### config.mk
export PLATFORM = sky130hd
export DESIGN_NAME = pipe_hazard_unit_flat
export DESIGN_NICKNAME = d
export VERILOG_FILES = /design/src/rtl/pipe_hazard_unit_if.sv /design/src/rtl/pipe_hazard_unit.sv /design/src/flat_wrapper.sv
export SDC_FILE = /design/constraint.sdc
export NUM_CORES = 1
export LEC_CHECK = 0
export ABC_AREA = 0
export CORE_MARGIN = 5
export CORE_UTILIZATION = 31
export CTS_CLUSTER_DIAMETER = 120
export DETAILED_ROUTE_END_ITERATION = 8
export HOLD_SLACK_MARGIN = 0.15
export PLACE_DENSITY_LB_ADDON = 0.15
export SLEW_MARGIN = 15
export SYNTH_ARGS = -nofsm -noshare
export SYNTH_HDL_FRONTEND = slang
export SYNTH_SLANG_ARGS = --single-unit
### constraint.sdc
create_clock -name clock -period 2 [get_ports clock]
set_clock_uncertainty 0.15 [all_clocks]
set_input_delay 0.6 -clock clock [delete_from_list [all_inputs] [get_ports clock]]
set_output_delay 0.6 -clock clock [all_outputs]
set_load 0.005 [all_outputs]
### src/rtl/pipe_hazard_unit_if.sv
// Hazard-unit handshake bundle between the ID/MEX pipeline datapath and
// pipe_hazard_unit. The slave modport is the hazard unit's view; the master
// modport is the pipeline datapath's view. DATA_W/ADDR_W must match the
// parameters of the pipe_hazard_unit instance this bundle is connected to.
interface pipe_hazard_unit_if #(
    parameter int DATA_W = 8,
    parameter int ADDR_W = 3
);
    // ID-stage operand information
    logic [ADDR_W-1:0] ID_read_addr1;
    logic [ADDR_W-1:0] ID_read_addr2;
    logic              ID_uses_reg2;

    // MEX-stage control and results
    logic              MEX_branch_ctrl;
    logic              MEX_branch_taken;
    logic              MEX_jmp_ctrl;
    logic              MEX_done_ctrl;
    logic              MEX_mem_read;
    logic              MEX_reg_write;
    logic [ADDR_W-1:0] MEX_write_addr;
    logic [DATA_W-1:0] MEX_result;
    logic [DATA_W-1:0] MEX_wb_val;
    logic [DATA_W-1:0] MEX_branch_val;
    logic [DATA_W-1:0] MEX_jmp_val;

    // Hazard-unit responses
    logic              flush;
    logic              stall;
    logic              pc_load;
    logic [DATA_W-1:0] pc_target;
    logic [1:0]        fwd_sel1;
    logic [1:0]        fwd_sel2;
    logic [DATA_W-1:0] fwd_val;
    logic              halted;
    logic [15:0]       stall_count;
    logic [15:0]       flush_count;

    modport slave (
        input  ID_read_addr1, ID_read_addr2, ID_uses_reg2,
        input  MEX_branch_ctrl, MEX_branch_taken, MEX_jmp_ctrl, MEX_done_ctrl,
        input  MEX_mem_read, MEX_reg_write, MEX_write_addr, MEX_result,
        input  MEX_wb_val, MEX_branch_val, MEX_jmp_val,
        output flush, stall, pc_load, pc_target, fwd_sel1, fwd_sel2, fwd_val,
        output halted, stall_count, flush_count
    );

    modport master (
        output ID_read_addr1, ID_read_addr2, ID_uses_reg2,
        output MEX_branch_ctrl, MEX_branch_taken, MEX_jmp_ctrl, MEX_done_ctrl,
        output MEX_mem_read, MEX_reg_write, MEX_write_addr, MEX_result,
        output MEX_wb_val, MEX_branch_val, MEX_jmp_val,
        input  flush, stall, pc_load, pc_target, fwd_sel1, fwd_sel2, fwd_val,
        input  halted, stall_count, flush_count
    );
endinterface

### src/rtl/pipe_hazard_unit.sv
// pipe_hazard_unit: control-side companion of the ID->MEX pipeline register.
// Detects redirects (jump / taken branch), program completion and load-use
// hazards from the MEX stage, drives flush/stall/PC redirect, and selects the
// forwarding source for both ID operands using the MEX stage and a one-entry
// writeback history register.
// Detection is Mealy: flush/stall/pc_load rise in the cycle the hazard is seen
// in MEX; the RUN/FLUSH/STALL/HALT machine extends them in later cycles.
// All responses are held at 0 while reset_n is low.
// Optional feature: define HAZARD_PERF_EN to build the saturating 16-bit
// stall/flush performance counters; otherwise both count ports read 0.
module pipe_hazard_unit #(
    parameter int DATA_W       = 8,
    parameter int ADDR_W       = 3,
    parameter int FLUSH_CYCLES = 1,
    parameter int LOAD_STALL   = 1
) (
    input  logic             clock,
    input  logic             reset_n,
    pipe_hazard_unit_if.slave hz
);

    typedef enum logic [1:0] {
        ST_RUN   = 2'b00,
        ST_FLUSH = 2'b01,
        ST_STALL = 2'b10,
        ST_HALT  = 2'b11
    } state_t;

    // The shared down-counter only ever holds (cycles - 1), so CNT_MAX-1 must fit.
    localparam int CNT_MAX = (FLUSH_CYCLES > LOAD_STALL) ? FLUSH_CYCLES : LOAD_STALL;
    localparam int CNT_W   = (CNT_MAX > 1) ? $clog2(CNT_MAX) : 1;
    localparam logic [CNT_W-1:0] FLUSH_INIT = CNT_W'(FLUSH_CYCLES - 1);
    localparam logic [CNT_W-1:0] STALL_INIT = CNT_W'(LOAD_STALL - 1);
    localparam logic [CNT_W-1:0] CNT_ONE    = CNT_W'(1);
    localparam logic [CNT_W-1:0] CNT_ZERO   = CNT_W'(0);
    localparam bit FLUSH_MULTI = (FLUSH_CYCLES > 1);
    localparam bit STALL_MULTI = (LOAD_STALL > 1);

    state_t            state_q, state_d;
    logic [CNT_W-1:0]  cnt_q, cnt_d;

    logic              hist_valid_q;
    logic [ADDR_W-1:0] hist_addr_q;
    logic [DATA_W-1:0] hist_val_q;

    logic              redirect_s;
    logic              load_use_s;
    logic              flush_s;
    logic              stall_s;
    logic              pc_load_s;
    logic [DATA_W-1:0] pc_target_s;
    logic [1:0]        fwd_sel1_s;
    logic [1:0]        fwd_sel2_s;

    // The ALU result itself is steered by the datapath; this unit only selects it.
    logic [DATA_W-1:0] unused_result_s;
    assign unused_result_s = hz.MEX_result;

    // Forwarding source for one operand: MEX stage beats the history entry.
    function automatic logic [1:0] fwd_pick(
        input logic [ADDR_W-1:0] rd_addr,
        input logic              rd_en,
        input logic              mex_wr,
        input logic              mex_load,
        input logic [ADDR_W-1:0] mex_addr,
        input logic              h_valid,
        input logic [ADDR_W-1:0] h_addr
    );
        logic [1:0] sel;
        sel = 2'b00;
        if (!rd_en) begin
            sel = 2'b00;
        end else if (mex_wr && !mex_load && (mex_addr == rd_addr)) begin
            sel = 2'b01;
        end else if (h_valid && (h_addr == rd_addr)) begin
            sel = 2'b10;
        end else begin
            sel = 2'b00;
        end
        return sel;
    endfunction

    assign redirect_s = hz.MEX_jmp_ctrl | (hz.MEX_branch_ctrl & hz.MEX_branch_taken);
    assign load_use_s = hz.MEX_mem_read & hz.MEX_reg_write &
                        ((hz.MEX_write_addr == hz.ID_read_addr1) |
                         (hz.ID_uses_reg2 & (hz.MEX_write_addr == hz.ID_read_addr2)));

    // Hazard decode: Mealy responses and next state/count for the control FSM.
    always_comb begin
        flush_s     = 1'b0;
        stall_s     = 1'b0;
        pc_load_s   = 1'b0;
        pc_target_s = {DATA_W{1'b0}};
        state_d     = state_q;
        cnt_d       = cnt_q;
        if (!reset_n) begin
            state_d = ST_RUN;
            cnt_d   = CNT_ZERO;
        end else begin
            case (state_q)
                ST_RUN, ST_STALL: begin
                    if (hz.MEX_done_ctrl) begin
                        flush_s = 1'b1;
                        stall_s = 1'b1;
                        state_d = ST_HALT;
                        cnt_d   = CNT_ZERO;
                    end else if (redirect_s) begin
                        // A redirect also aborts any stall still in progress.
                        flush_s     = 1'b1;
                        pc_load_s   = 1'b1;
                        pc_target_s = hz.MEX_jmp_ctrl ? hz.MEX_jmp_val : hz.MEX_branch_val;
                        if (FLUSH_MULTI) begin
                            state_d = ST_FLUSH;
                            cnt_d   = FLUSH_INIT;
                        end else begin
                            state_d = ST_RUN;
                            cnt_d   = CNT_ZERO;
                        end
                    end else if (state_q == ST_STALL) begin
                        stall_s = 1'b1;
                        if (cnt_q <= CNT_ONE) begin
                            state_d = ST_RUN;
                            cnt_d   = CNT_ZERO;
                        end else begin
                            state_d = ST_STALL;
                            cnt_d   = cnt_q - CNT_ONE;
                        end
                    end else if (load_use_s) begin
                        stall_s = 1'b1;
                        if (STALL_MULTI) begin
                            state_d = ST_STALL;
                            cnt_d   = STALL_INIT;
                        end else begin
                            state_d = ST_RUN;
                            cnt_d   = CNT_ZERO;
                        end
                    end else begin
                        state_d = ST_RUN;
                        cnt_d   = CNT_ZERO;
                    end
                end
                ST_FLUSH: begin
                    // MEX holds squashed instructions here, so its inputs are ignored.
                    flush_s = 1'b1;
                    if (cnt_q <= CNT_ONE) begin
                        state_d = ST_RUN;
                        cnt_d   = CNT_ZERO;
                    end else begin
                        state_d = ST_FLUSH;
                        cnt_d   = cnt_q - CNT_ONE;
                    end
                end
                ST_HALT: begin
                    flush_s = 1'b1;
                    stall_s = 1'b1;
                    state_d = ST_HALT;
                    cnt_d   = CNT_ZERO;
                end
                default: begin
                    state_d = ST_RUN;
                    cnt_d   = CNT_ZERO;
                end
            endcase
        end
    end

    // Control FSM state and hold-cycle counter.
    always_ff @(posedge clock or negedge reset_n) begin
        if (!reset_n) begin
            state_q <= ST_RUN;
            cnt_q   <= CNT_ZERO;
        end else begin
            state_q <= state_d;
            cnt_q   <= cnt_d;
        end
    end

    // Writeback history: remember the last register write that was not squashed.
    always_ff @(posedge clock or negedge reset_n) begin
        if (!reset_n) begin
            hist_valid_q <= 1'b0;
            hist_addr_q  <= {ADDR_W{1'b0}};
            hist_val_q   <= {DATA_W{1'b0}};
        end else if (flush_s) begin
            hist_valid_q <= 1'b0;
        end else if (hz.MEX_reg_write) begin
            hist_valid_q <= 1'b1;
            hist_addr_q  <= hz.MEX_write_addr;
            hist_val_q   <= hz.MEX_wb_val;
        end else begin
            hist_valid_q <= hist_valid_q;
        end
    end

    // Operand forwarding select; squashed instructions never forward.
    always_comb begin
        fwd_sel1_s = 2'b00;
        fwd_sel2_s = 2'b00;
        if (!reset_n || flush_s) begin
            fwd_sel1_s = 2'b00;
            fwd_sel2_s = 2'b00;
        end else begin
            fwd_sel1_s = fwd_pick(hz.ID_read_addr1, 1'b1, hz.MEX_reg_write, hz.MEX_mem_read,
                                  hz.MEX_write_addr, hist_valid_q, hist_addr_q);
            fwd_sel2_s = fwd_pick(hz.ID_read_addr2, hz.ID_uses_reg2, hz.MEX_reg_write,
                                  hz.MEX_mem_read, hz.MEX_write_addr, hist_valid_q, hist_addr_q);
        end
    end

`ifdef HAZARD_PERF_EN
    logic [15:0] stall_cnt_q;
    logic [15:0] flush_cnt_q;

    // Saturating performance counters for stall and flush cycles outside HALT.
    always_ff @(posedge clock or negedge reset_n) begin
        if (!reset_n) begin
            stall_cnt_q <= 16'h0000;
            flush_cnt_q <= 16'h0000;
        end else begin
            if (stall_s && (state_q != ST_HALT) && (stall_cnt_q != 16'hFFFF)) begin
                stall_cnt_q <= stall_cnt_q + 16'h0001;
            end else begin
                stall_cnt_q <= stall_cnt_q;
            end
            if (flush_s && (state_q != ST_HALT) && (flush_cnt_q != 16'hFFFF)) begin
                flush_cnt_q <= flush_cnt_q + 16'h0001;
            end else begin
                flush_cnt_q <= flush_cnt_q;
            end
        end
    end

    assign hz.stall_count = stall_cnt_q;
    assign hz.flush_count = flush_cnt_q;
`else
    assign hz.stall_count = 16'h0000;
    assign hz.flush_count = 16'h0000;
`endif

    assign hz.flush     = flush_s;
    assign hz.stall     = stall_s;
    assign hz.pc_load   = pc_load_s;
    assign hz.pc_target = pc_target_s;
    assign hz.fwd_sel1  = fwd_sel1_s;
    assign hz.fwd_sel2  = fwd_sel2_s;
    assign hz.fwd_val   = hist_val_q;
    assign hz.halted    = (state_q == ST_HALT);

endmodule

### src/flat_wrapper.sv
// flat-port wrapper written by rule: the top's interface ports become plain ports
module pipe_hazard_unit_flat 
#(
    parameter int DATA_W       = 8,
    parameter int ADDR_W       = 3,
    parameter int FLUSH_CYCLES = 1,
    parameter int LOAD_STALL   = 1
)
  (clock, reset_n, hz_ID_read_addr1, hz_ID_read_addr2, hz_ID_uses_reg2, hz_MEX_branch_ctrl, hz_MEX_branch_taken, hz_MEX_jmp_ctrl, hz_MEX_done_ctrl, hz_MEX_mem_read, hz_MEX_reg_write, hz_MEX_write_addr, hz_MEX_result, hz_MEX_wb_val, hz_MEX_branch_val, hz_MEX_jmp_val, hz_flush, hz_stall, hz_pc_load, hz_pc_target, hz_fwd_sel1, hz_fwd_sel2, hz_fwd_val, hz_halted, hz_stall_count, hz_flush_count);
  pipe_hazard_unit_if #(.DATA_W(DATA_W), .ADDR_W(ADDR_W)) hz_i ();
  input  logic clock;
  input  logic reset_n;
  input wire logic [$bits(hz_i.ID_read_addr1)-1:0] hz_ID_read_addr1;
  input wire logic [$bits(hz_i.ID_read_addr2)-1:0] hz_ID_read_addr2;
  input wire logic [$bits(hz_i.ID_uses_reg2)-1:0] hz_ID_uses_reg2;
  input wire logic [$bits(hz_i.MEX_branch_ctrl)-1:0] hz_MEX_branch_ctrl;
  input wire logic [$bits(hz_i.MEX_branch_taken)-1:0] hz_MEX_branch_taken;
  input wire logic [$bits(hz_i.MEX_jmp_ctrl)-1:0] hz_MEX_jmp_ctrl;
  input wire logic [$bits(hz_i.MEX_done_ctrl)-1:0] hz_MEX_done_ctrl;
  input wire logic [$bits(hz_i.MEX_mem_read)-1:0] hz_MEX_mem_read;
  input wire logic [$bits(hz_i.MEX_reg_write)-1:0] hz_MEX_reg_write;
  input wire logic [$bits(hz_i.MEX_write_addr)-1:0] hz_MEX_write_addr;
  input wire logic [$bits(hz_i.MEX_result)-1:0] hz_MEX_result;
  input wire logic [$bits(hz_i.MEX_wb_val)-1:0] hz_MEX_wb_val;
  input wire logic [$bits(hz_i.MEX_branch_val)-1:0] hz_MEX_branch_val;
  input wire logic [$bits(hz_i.MEX_jmp_val)-1:0] hz_MEX_jmp_val;
  output wire logic [$bits(hz_i.flush)-1:0] hz_flush;
  output wire logic [$bits(hz_i.stall)-1:0] hz_stall;
  output wire logic [$bits(hz_i.pc_load)-1:0] hz_pc_load;
  output wire logic [$bits(hz_i.pc_target)-1:0] hz_pc_target;
  output wire logic [$bits(hz_i.fwd_sel1)-1:0] hz_fwd_sel1;
  output wire logic [$bits(hz_i.fwd_sel2)-1:0] hz_fwd_sel2;
  output wire logic [$bits(hz_i.fwd_val)-1:0] hz_fwd_val;
  output wire logic [$bits(hz_i.halted)-1:0] hz_halted;
  output wire logic [$bits(hz_i.stall_count)-1:0] hz_stall_count;
  output wire logic [$bits(hz_i.flush_count)-1:0] hz_flush_count;
  assign hz_i.ID_read_addr1 = hz_ID_read_addr1;
  assign hz_i.ID_read_addr2 = hz_ID_read_addr2;
  assign hz_i.ID_uses_reg2 = hz_ID_uses_reg2;
  assign hz_i.MEX_branch_ctrl = hz_MEX_branch_ctrl;
  assign hz_i.MEX_branch_taken = hz_MEX_branch_taken;
  assign hz_i.MEX_jmp_ctrl = hz_MEX_jmp_ctrl;
  assign hz_i.MEX_done_ctrl = hz_MEX_done_ctrl;
  assign hz_i.MEX_mem_read = hz_MEX_mem_read;
  assign hz_i.MEX_reg_write = hz_MEX_reg_write;
  assign hz_i.MEX_write_addr = hz_MEX_write_addr;
  assign hz_i.MEX_result = hz_MEX_result;
  assign hz_i.MEX_wb_val = hz_MEX_wb_val;
  assign hz_i.MEX_branch_val = hz_MEX_branch_val;
  assign hz_i.MEX_jmp_val = hz_MEX_jmp_val;
  assign hz_flush = hz_i.flush;
  assign hz_stall = hz_i.stall;
  assign hz_pc_load = hz_i.pc_load;
  assign hz_pc_target = hz_i.pc_target;
  assign hz_fwd_sel1 = hz_i.fwd_sel1;
  assign hz_fwd_sel2 = hz_i.fwd_sel2;
  assign hz_fwd_val = hz_i.fwd_val;
  assign hz_halted = hz_i.halted;
  assign hz_stall_count = hz_i.stall_count;
  assign hz_flush_count = hz_i.flush_count;
  pipe_hazard_unit #(.DATA_W(DATA_W), .ADDR_W(ADDR_W), .FLUSH_CYCLES(FLUSH_CYCLES), .LOAD_STALL(LOAD_STALL)) u_core (.clock(clock), .reset_n(reset_n), .hz(hz_i));
endmodule
Yosys cells after proc, flatten, opt, wreduce, memory -nomap -nowiden. Cells that the tools add are included.

Register bits after elaboration: 15. Bits in latches: 0. RAM bits: 0. ROM bits: 0. Input bits: 50. Output and inout port bits: 56. Memories kept: 0.

Add/sub/neg operators: 1. $mul: 0. Divide/modulo/power cells: 0. Order comparisons: 1. Eq/ne operators: 7. Shift operators: 0. Muxes and demuxes: 40. Bitwise gates (word level): 7. Reduce and logical (&&, ||, !) cells: 13.

Operator list (count): 8-bit 2-to-1 mux (5); 2-bit 2-to-1 mux (12); 1-bit 2-to-1 mux (19); 3-bit == test (4); 2-bit case mux with 3 select lines (1); 1-bit logical AND (5); 1-bit bitwise AND (4); 2-bit == test, second input constant (2); 1-bit case mux with 2 select lines (2); 2-bit OR reduction (2); 1-bit case mux with 3 select lines (1); 2-bit by 1-bit == test with 1-bit output, second input constant (1); 1-bit zero test (2); 2-bit zero test (1); 1-bit OR (2); 2-bit AND reduction (1); 2-bit nonzero test (1); 1-bit less-or-equal comparator, second input constant (1); 1-bit logical OR (1); 1-bit NOT (1); 1-bit subtractor, second input constant (1).

Longest topological paths before layout.
Depth in word-level cells: 10. Depth in mapped cells: 6. Gate-level depth less buffers: 4.

Worst setup path before layout. Ideal clock, no wire load.

Path kind: input-to-output. From: input hz_MEX_jmp_ctrl. To: output hz_fwd_sel2[0]. Arrival: 1.369 ns. Path slack: -0.119 ns. Stages on the path: 5. Buffers on the path: 1. Path through: buf_6 a21oi_1 and3_1 nand2_1 nor4_1.

Cells in the longest elaborated chain, start to end: 7.

Ends and longest elaborated chain: from (decl) (line flat_wrapper.sv:18) `input wire logic [$bits(hz_i.MEX_jmp_ctrl)-1:0] hz_MEX_jmp_ctrl;`; 1-bit OR (line pipe_hazard_unit.sv:83) `assign redirect_s = hz.MEX_jmp_ctrl | (hz.MEX_branch_ctrl & hz.MEX_branch_taken);`; 1-bit 2-to-1 mux (line pipe_hazard_unit.sv:107) `end else if (redirect_s) begin`; 1-bit 2-to-1 mux (line pipe_hazard_unit.sv:102) `if (hz.MEX_done_ctrl) begin`; 1-bit case mux with 2 select lines (line pipe_hazard_unit.sv:100) `case (state_q)`; 1-bit 2-to-1 mux (line pipe_hazard_unit.sv:96) `if (!reset_n) begin`; 1-bit logical OR (line pipe_hazard_unit.sv:199) `if (!reset_n || flush_s) begin`; 2-bit 2-to-1 mux (line pipe_hazard_unit.sv:199); to (decl) (line flat_wrapper.sv:32) `output wire logic [$bits(hz_i.fwd_sel2)-1:0] hz_fwd_sel2;`.

Every way passes these cells.

Worst setup path in the final report.
From: input hz_MEX_branch_ctrl. To: output hz_fwd_sel2[1].

Cells in the longest elaborated chain, start to end: 8.

Ends and longest elaborated chain: from (decl) (line flat_wrapper.sv:16) `input wire logic [$bits(hz_i.MEX_branch_ctrl)-1:0] hz_MEX_branch_ctrl;`; 1-bit bitwise AND (line pipe_hazard_unit.sv:83); 1-bit OR (line pipe_hazard_unit.sv:83); 1-bit 2-to-1 mux (line pipe_hazard_unit.sv:107); 1-bit 2-to-1 mux (line pipe_hazard_unit.sv:102); 1-bit case mux with 2 select lines (line pipe_hazard_unit.sv:100); 1-bit 2-to-1 mux (line pipe_hazard_unit.sv:96); 1-bit logical OR (line pipe_hazard_unit.sv:199); 2-bit 2-to-1 mux (line pipe_hazard_unit.sv:199).

Every way passes these cells.

==> flow_metrics.py <==
metrics = {
    "worst_setup_path": {
        "max_stage_delay_ps": 230,
        "cp-end-kind": "primary output",
        "crit_chain": "buf_8 > a21oi_4 > and3_4 > nand2_4 > a311oi_2 > buf_2",
        "cp.arrival_ps": 1510,
        "rr_startpoint": "u_core.state_q[0]",
        "critPathMaxFanout": 2,
        "r2r_slack_ps": 270,
        "slowest_stage": "and3_4",
        "start_kind": "input port",
        "r2r_end": "u_core.hist_addr_q[2]",
        "required_ps": 1250,
        "path_class": "in -> out",
        "reg2reg_depth": 6,
    },
    "logic_synthesis": {
        "synth_top_family_by_area": "buffers and inverters",
        "ys.flop_type": "dfrtp_1",
        "synth_enable_flop_cells": 0,
        "synth_cells": 115,
        "synth_compound_area_share_pct": 5.18,
        "yosysWarningCount": 0,
        "synth_commonest_cells": "32 x buf_4, 13 x dfrtp_1, 13 x nor2_1",
        "yosysTopAreaCellShare_pct": 28.6,
        "synth.area.top_cells": "dfrtp_1 29%, buf_4 21%, mux2_4 13%",
        "netlist_area_mm2": 0.00114,
        "yosysMostFrequentCell": "buf_4",
        "seq_area_frac_synth_pct": 28.6,
        "ys_seq_elements": 13,
        "synth-xor-area-share_pct": 9.25,
        "async_reset_ff_share_pct": 100,
        "synth-simple-area-share_pct": 11.6,
        "syn_area_per_cell_um2": 9.88,
        "synth_mux_area_share_pct": 21.3,
        "synthAdderAreaFrac_pct": 0,
        "synth_cell_types": 26,
        "yosysTopAreaCell": "dfrtp_1",
    },
    "die": {
        "coreArea_mm2": 0.00361,
        "die_h_um": 70.5,
        "die_w_um": 70.5,
        "rows": 22,
        "io_pins": 106,
        "initial_core_util_pct": 31.5,
        "dieArea_mm2": 0.00498,
    },
    "routing": {
        "drt_pass1_iterations": 4,
        "wl_met3_um": 361,
        "drt-total-wl_um": 3550,
        "drtIter0Drc": 17,
        "routedWlPerCell_um": 13.4,
        "wl_met1_um": 1390,
        "vias": 1104,
        "avgViaCountPerCell": 4.17,
        "top_layer": "met4",
        "met2_length_um": 1740,
        "ant_nets": 0,
        "drc": 0,
    },
    "final_layout": {
        "nNetsFinal": 268,
        "num_antenna_cells": 0,
        "final_cells": 265,
        "area_delta_synth_final_pct": 96.1,
        "layout-drive-gt1-share_pct": 49.8,
    },
    "timing": {
        "fin_crit_sh_pct": 113,
        "final.setup.worst_slack_ps": -261,
        "max_freq_mhz": 442,
        "rsz0062_at_grt": "true",
        "hold_viol": 0,
        "finalSetupViolations": 15,
        "fin_setup_tns_ps": -2130,
        "slew_viol_final": 0,
        "min_period_ps": 2260,
    },
    "placed_design": {
        "place.gp.congestion": 0.816,
        "dp_hpwl_um": 2670,
        "numPlacedInstances": 251,
        "port_buffers": 65,
    },
    "grt": {
        "grt_start_max_net_pins": 12,
        "gr-total-overflow": 0,
        "track_usage_pct": 13.2,
        "grt_antenna_before_repair": 0,
        "grt_pass1_vias": 1159,
        "grt_pass1_wl_um": 5390,
    },
    "clocking": {
        "htree_levels": 1,
        "cts_hold_buffers": 0,
        "clock_path_buffers": 2,
        "cts.sinks": 13,
        "clk_pin_slew_worst_paths_ps": 50,
        "clockRootBuffer": "clkbuf_8",
        "cts_made_buffers": 3,
        "cts_tree": "yes",
        "insertion_delay_ps": 230,
    },
    "min_path": {
        "hold_class": "in -> async",
    },
    "power_and_ir_drop": {
        "p_per_area_mw_per_mm2": 456,
        "ir_drop_mv": 0.308,
        "p_total_mw": 1.02,
        "p_leak_nw": 1.13,
    },
    "status": {
        "status": "finished with violations",
        "violations": "setup timing",
    },
    "run": {
        "max-cap-violations": 0,
    },
}
## area by class of cell
type | instances | area, µm²
clock buffers | 4 | 45.0
fillers | 305 | 1380
multi-input cells | 97 | 868
well taps | 48 | 60.1
repair buffers | 101 | 922
flip-flops and latches | 13 | 325
inverters | 2 | 7.51
## logic make-up (layout without fill, tap and decap cells)
family | Yosys count | in the layout
buf+inv | 36 | 107
simple gates | 28 | 28
mux | 19 | 19
flops | 13 | 13
xor+xnor | 12 | 12
compound gates | 6 | 6
other cells | 1 | 32
## report_power, final
group | total [mW] | switching, mW | internal, mW
clock network | 0.221 | 0.0814 | 0.140
registers | 0.334 | 0.0323 | 0.302
logic | 0.460 | 0.165 | 0.295
total | 1.02 | 0.279 | 0.737
## placed cells by master, fill, tap and decap left out, drive strengths merged
cell type and count:
mux2i 8, nand4 2, inv 2, dlygate4sd2 19, o31a 1, xnor2 10, nor4 1, a21oi 1
xor2 2, dfrtp 13, a311oi 1, and3 1, nor3 1, o31ai 1, mux2 11, nor2b 2
clkbuf 5, nor2 13, nor3b 1, conb 32, nand2 4, clkdlybuf4s15 1, nand3 3, clkdlybuf4s50 16
o21bai 1, a21o 1, buf 64
## sequential cells by signal, indices dropped and copies added (netlist names)
register	flops
u_core.hist_addr_q	3
u_core.state_q	1
u_core.hist_valid_q	1
u_core.hz.fwd_val	8
## worst max-delay path: cells and delay by family
kind            cells  cell delay (ps)
simple gates        2              280
buf+inv             2              250
compound gates      2              370
## routing by layer
layer,GRT usage [%],up-vias
li1,-,523
met1,15.6,502
met2,23.2,71
met3,3.69,8
met4,3.97,0
met5,0,-
## worst max-delay path by stage
| stage | startpoint | endpoint | slack [ps] |
|---|---|---|---|
| floorplan | hz_ID_read_addr2[2] | hz_stall | -40 |
| global placement | hz_MEX_write_addr[2] | hz_stall | -1070 |
| detailed placement | hz_MEX_write_addr[2] | hz_stall | -1070 |
| CTS | hz_MEX_write_addr[2] | hz_stall | -270 |
| global route | hz_MEX_branch_ctrl | hz_fwd_sel2[1] | -310 |
| finish | hz_MEX_branch_ctrl | hz_fwd_sel2[1] | -260 |
## metrics by stage
step	worst slack [ps]	hold slack, ps	area (µm²)	utilization [%]
finish	-261	176	2230	61.8
global route	-312	188	2230	61.8
CTS	-269	183	2080	57.6
detailed placement	-1070	341	1930	53.6
global placement	-1070	346	1930	53.6
floorplan	-35.8	154	1280	-
## timing repair
item / 4_1_cts / 5_1_grt
pin swaps: 31 / 15
endpoints found under the hold margin: 0 / 0
setup endpoints to repair: 26 / 26
gates resized for setup: 179 / 31
gates cloned: 1 / 1
buffers inserted: 9 / 3
No activity file was read; power rests on OpenSTA's default activity.
